===== src/rtl/divisible_by_n_stream.sv =====
// rtl/divisible_by_n_stream.sv - streaming divisibility checker, W bits per accepted digit
// Keeps the running value mod DIVISOR, plus a place weight for LSB-first order and a saturating bit count.

module divisible_by_n_stream #(
  parameter int DIVISOR   = 3,
  parameter int W         = 1,
  parameter bit MSB_FIRST = 1'b1,
  parameter int LEN_W     = 16,
  localparam int RW       = (DIVISOR <= 2) ? 1 : $clog2(DIVISOR)
) (
  input  logic             clk,
  input  logic             reset,
  input  logic             valid_i,
  input  logic             clear_i,
  input  logic [W-1:0]     x_i,
  output logic             div_o,
  output logic [RW-1:0]    rem_o,
  output logic [LEN_W-1:0] len_o
);

  localparam logic [RW:0]      N_EXT    = (RW + 1)'(DIVISOR);
  localparam logic [RW-1:0]    W_INIT   = (DIVISOR == 1) ? '0 : RW'(1);
  localparam logic [LEN_W:0]   W_STEP   = (LEN_W + 1)'(W);
  localparam logic [LEN_W-1:0] LEN_MAX  = '1;

  logic [RW-1:0]    r_rem;
  logic [RW-1:0]    r_weight;
  logic [LEN_W-1:0] r_len;
  logic             r_div;

  logic [RW:0]      w_rem_acc;
  logic [RW:0]      w_weight_acc;
  logic [LEN_W:0]   w_len_sum;
  logic [LEN_W-1:0] w_len_nxt;

  // One reduction step per bit keeps every intermediate below 2*DIVISOR.
  always_comb begin
    w_rem_acc    = clear_i ? '0 : {1'b0, r_rem};
    w_weight_acc = clear_i ? {1'b0, W_INIT} : {1'b0, r_weight};
    for (int i = 0; i < W; i++) begin
      if (MSB_FIRST) begin
        w_rem_acc = {w_rem_acc[RW-1:0], x_i[W-1-i]};
        if (w_rem_acc >= N_EXT) w_rem_acc = w_rem_acc - N_EXT;
      end else begin
        if (x_i[i]) w_rem_acc = w_rem_acc + w_weight_acc;
        if (w_rem_acc >= N_EXT) w_rem_acc = w_rem_acc - N_EXT;
        w_weight_acc = {w_weight_acc[RW-1:0], 1'b0};
        if (w_weight_acc >= N_EXT) w_weight_acc = w_weight_acc - N_EXT;
      end
    end
  end

  always_comb begin
    w_len_sum = (clear_i ? '0 : {1'b0, r_len}) + W_STEP;
    w_len_nxt = w_len_sum[LEN_W] ? LEN_MAX : w_len_sum[LEN_W-1:0];
  end

  always_ff @(posedge clk or negedge reset) begin
    if (!reset) begin
      r_rem    <= '0;
      r_weight <= W_INIT;
      r_len    <= '0;
      r_div    <= 1'b1;
    end else if (valid_i) begin
      r_rem    <= w_rem_acc[RW-1:0];
      r_weight <= w_weight_acc[RW-1:0];
      r_len    <= w_len_nxt;
      r_div    <= (w_rem_acc == '0);
    end else if (clear_i) begin
      r_rem    <= '0;
      r_weight <= W_INIT;
      r_len    <= '0;
      r_div    <= 1'b1;
    end
  end

  assign div_o = r_div;
  assign rem_o = r_rem;
  assign len_o = r_len;

endmodule


===== config.mk =====
export PLATFORM = sky130hd
export DESIGN_NAME = divisible_by_n_stream
export DESIGN_NICKNAME = d
export VERILOG_FILES = /design/src/rtl/divisible_by_n_stream.sv
export SDC_FILE = /design/constraint.sdc
export NUM_CORES = 1
export LEC_CHECK = 0
export ABC_AREA = 0
export CAP_MARGIN = 40
export CORE_AREA = 2 2 64 66
export DETAILED_ROUTE_END_ITERATION = 7
export DIE_AREA = 0 0 66 68
export MAX_ROUTING_LAYER = met4
export PLACE_DENSITY_LB_ADDON = 0.15
export SYNTH_ARGS = -nofsm -noshare
export SYNTH_HDL_FRONTEND = slang
export SYNTH_SLANG_ARGS = --single-unit

===== constraint.sdc =====
create_clock -name clk -period 2 [get_ports clk]
set_input_delay 0.4 -clock clk [delete_from_list [all_inputs] [get_ports clk]]
set_output_delay 0.4 -clock clk [all_outputs]
set_load 0.1 [all_outputs]

==> results list <==
- Along the worst path, the maximum fanout reaches 4.
- The longest clock path from root to sink contains 2 buffers.
* Power dissipated by switching net loads: 0.000316 W
- Placed inst area: 1580 sq um
* Effective utilization at floorplan: 0.282
- CTS tree: yes
- Total global routing overflow: 0
- DRT met1 WL: 1240 microns
- The critical path runs through a total of 9 cells.
* Number of cells on the worst reg-to-reg path: 7
* Fraction of synthesized cell area taken by the top area cell type: 0.415
* FF+latch count, synth: 19
- Based on the critical path, the design can be clocked at up to 550 MHz.
- Max IR drop VDD: 0.284 mV
* Proportion of power drawn by flip-flops and latches: 0.447
- Final Max Slew Viols: 0
- Yosys mapped the design onto 35 distinct sky130hd cell types.
- The run finished with clean final reports.
- After layout, the minimum clock period comes to 1.82 ns.
- Clock Power Share: 0.300
- At the end of the flow, the number of nets in the layout was 166.
* Switching power as a share of total power: 0.338
- Hold Vio Cnt, Final: 0
- At the pin with the least slew margin, the transition time is 0.344 ns.
- Gp weighted congestion: 0.781
- The total area inside the core boundary comes to 3860 sq um.
* Final period util: 0.908
- The via count of the first global-routing pass was 1008.
- Among all flip-flop cells after synthesis, the most frequent one is sky130_fd_sc_hd__dfrtp_1.
- Clock insertion delay at the later pin of the skew report: 0.26 ns
- The synthesized design spends more area on one cell type than any other, namely sky130_fd_sc_hd__dfrtp_1.
* Vias: 991
- After synthesis the cells add up to 1090 sq um.
* Startpoint types: primary input
- H-tree levels: 1
- For this design, the sink count on the clock tree is 19.
* Met3 wire length: 68 microns
* Number of buffers and inverters on the critical path: 2
- Router iterations before antenna repair: 4
- Global-route total usage across every layer: 0.141
* Total wire length: 2740 microns
- The first global-routing pass estimated 4650 microns of wire.
- Worst hold path class: primary input to asynchronous set/reset pin
- Fraction of registers with async set/reset: 1.00
- Antenna cells: 0
- Across all hold checks on the routed design, the worst slack comes to 0.473 ns.
- DRC Markers: 0
- Dominant cell by count in the synthesized netlist: sky130_fd_sc_hd__dfrtp_1
- Headroom to the max-slew limit came out at 0.768.
- Row generation in the floorplan step produced 23 rows.
- Critical-path cell with the highest stage delay: sky130_fd_sc_hd__or3_4
- Pin count of the biggest net entering global routing: 21
* Unrepaired setup endpoints after global routing: no
- In the routed layout, each cell is associated on average with a via count of 4.79.
* DIE WIDTH: 66 microns
- The kind of cell with the highest combined delay along the critical path is simple AND/OR/NAND/NOR gates.
- Logic gate share of total power: 0.253
- In the final layout, the share of cells above drive strength 1 is 0.439.
* Clock transition at the registers of the reported paths: 0.08 ns
* Number of buffers inserted for hold repair after clock tree synthesis: 0
* Internal power contribution: 0.000619 W
* CTS Buf Count: 3
* Capturing element type of the critical path: flip-flop
- After detailed routing, no signal wire sits above met4.
* Leading cell types by count after synthesis: sky130_fd_sc_hd__dfrtp_1, sky130_fd_sc_hd__nand2_1, sky130_fd_sc_hd__o21ai_0, sky130_fd_sc_hd__xnor2_1, sky130_fd_sc_hd__nand3_1
- The number of nets handed over by synthesis was 122.
- Number of DRC markers in iteration 0: 35
- Counting every instance in the synthesized netlist gives 114.
* CTS root buffer: sky130_fd_sc_hd__clkbuf_8
- Detailed-placement wirelength estimate: 2070 microns
* Final setup skew: 0.00121 ns
- Filler cell count in the final layout: 412
- The synthesized design contains 0 enable-type register cells.
* Post-route design area: 1620 sq um
* Mean instance size in the synthesized netlist: 9.53 sq um
- For this run, the slowest stage of the critical path takes 0.42 ns.
- After detailed routing, the met2 layer carries 1370 microns of wire.
- Average routed wire per standard cell: 13.2 microns
- Initial antenna violation count: 0
- Growth of design area from synthesis to finish: 49.4%
- Setup violations remaining at the end of the flow were counted as 0.
- Number of warning messages in the yosys log: 0
- I/O pin count: 24
- Quantity of I/O buffers inserted on ports: 23
* Die Ht: 68 microns
* CP Cell Sequence: dlygate4sd2_1 -> buf_4 -> nor2b_4 -> ha_4 -> nand4_4 -> or3_4 -> nor3_2 -> xnor2_1 -> o21ai_2
- Max-cap violations in this run came to 0.
* Type of the setup path with the least slack: primary input to flip-flop
* Remaining number of nets flagged by the antenna check after routing: 0
- The die covers 4490 sq um.
- Reported leakage power: 0.695 nW
- At the worst endpoint, the arrival time is 1.97 ns.
- Worst EP required: 2.15 ns
- Of the synthesized area, sequential elements account for 0.439.
* Pwr Density: 576 nW/um^2
- Largest cells by area after synthesis: sky130_fd_sc_hd__dfrtp_1, sky130_fd_sc_hd__xnor2_1, sky130_fd_sc_hd__nand2_1
[metrics by stage]
step	cells	TNS [ns]	power [W]	setup WS [ns]	util
floorplan	114	0	0.000580	0.0249	-
global placement	203	-2.91	0.000662	-0.276	0.409
detailed placement	203	-3.70	0.000667	-0.306	0.409
CTS	207	0	0.000946	0.176	0.421
global route	207	0	0.000980	0.0805	0.421
finish	207	0	0.000935	0.183	0.421
[flip-flops by register name (all words and copies together) (netlist names)]
signal  count
div_o       1
len_o      16
rem_o       2
[power groups by stage]
| stage | combinational [W] | sequential, W | clock (W) |
|---|---|---|---|
| 6_report | 0.000236 | 0.000418 | 0.000281 |
| 5_1_grt | 0.000252 | 0.000421 | 0.000307 |
| 4_1_cts | 0.000240 | 0.000419 | 0.000288 |
| 3_5_place_dp | 0.000241 | 0.000426 | 0 |
| 3_3_place_gp | 0.000237 | 0.000426 | 0 |
| 2_1_floorplan | 0.0000566 | 0.000524 | 0 |
[logic make-up (layout without fill, tap and decap cells)]
logic type	Yosys count	count (layout)	share of synthesized area
fa+ha+maj	3	3	0.0346
flops	19	19	0.439
simple gates	50	50	0.270
mux	2	2	0.0184
xor+xnor	12	12	0.0968
buf+inv	8	51	0.0299
compound gates	20	20	0.112
[repair_timing]
item | in CTS | in global routing
setup buffers | 0 | 0
gates resized for setup | 1 | 0
setup endpoints to repair | 3 | 0
[layout make-up]
cell class	instances	area, sq um	area share
Inverter	4	15.0	0.00925
Clock inverter	1	5.00	0.00308
Clock buffer	3	41.3	0.0254
Tap cell	50	62.6	0.0386
Sequential cell	19	499	0.308
Timing Repair Buffer	43	382	0.235
Multi-Input combinational cell	87	618	0.381
[worst paths after layout]
path,startpoint,to,slack (ns)
min reg2reg,len_o[5]$_DFFE_PN0P_,len_o[5]$_DFFE_PN0P_,0.59
max reg2reg,len_o[1]$_DFFE_PN0P_,len_o[12]$_DFFE_PN0P_,0.27
max in group asynchronous,reset,div_o$_DFFE_PN1P_,1.26
max,clear_i,len_o[12]$_DFFE_PN0P_,0.18
min in group clk,len_o[5]$_DFFE_PN0P_,len_o[5]$_DFFE_PN0P_,0.59
min,reset,len_o[4]$_DFFE_PN0P_,0.47
[cells in the final DEF, fill, tap and decap left out, types with 2 or more instances in the layout]
| cell type | count |
|---|---|
| sky130_fd_sc_hd__buf_4 | 35 |
| sky130_fd_sc_hd__nand2_1 | 14 |
| sky130_fd_sc_hd__dfrtp_2 | 12 |
| sky130_fd_sc_hd__o21ai_0 | 8 |
| sky130_fd_sc_hd__xnor2_1 | 8 |
| sky130_fd_sc_hd__nand3_1 | 6 |
| sky130_fd_sc_hd__nand2b_1 | 5 |
| sky130_fd_sc_hd__nor2_1 | 5 |
| sky130_fd_sc_hd__inv_1 | 4 |
| sky130_fd_sc_hd__xor2_1 | 4 |
| sky130_fd_sc_hd__dfrtp_1 | 4 |
| sky130_fd_sc_hd__buf_12 | 4 |
| sky130_fd_sc_hd__nand4_1 | 3 |
| sky130_fd_sc_hd__nor3_2 | 3 |
| sky130_fd_sc_hd__a21oi_1 | 3 |
| sky130_fd_sc_hd__clkbuf_8 | 3 |
| sky130_fd_sc_hd__clkdlybuf4s50_1 | 3 |
| sky130_fd_sc_hd__nor2b_4 | 2 |
| sky130_fd_sc_hd__mux2i_1 | 2 |
| sky130_fd_sc_hd__nor4_1 | 2 |
| sky130_fd_sc_hd__nor3_1 | 2 |
| sky130_fd_sc_hd__o21ai_2 | 2 |
| sky130_fd_sc_hd__o21ai_1 | 2 |
| sky130_fd_sc_hd__ha_1 | 2 |
| sky130_fd_sc_hd__dfrtp_4 | 2 |
[per-layer routing]
metal,up-vias,GRT usage
li1,490,-
met1,480,0.169
met2,16,0.235
met3,5,0.0197
met4,0,0.0689
met5,-,-
(Power assumes the default switching activity.)
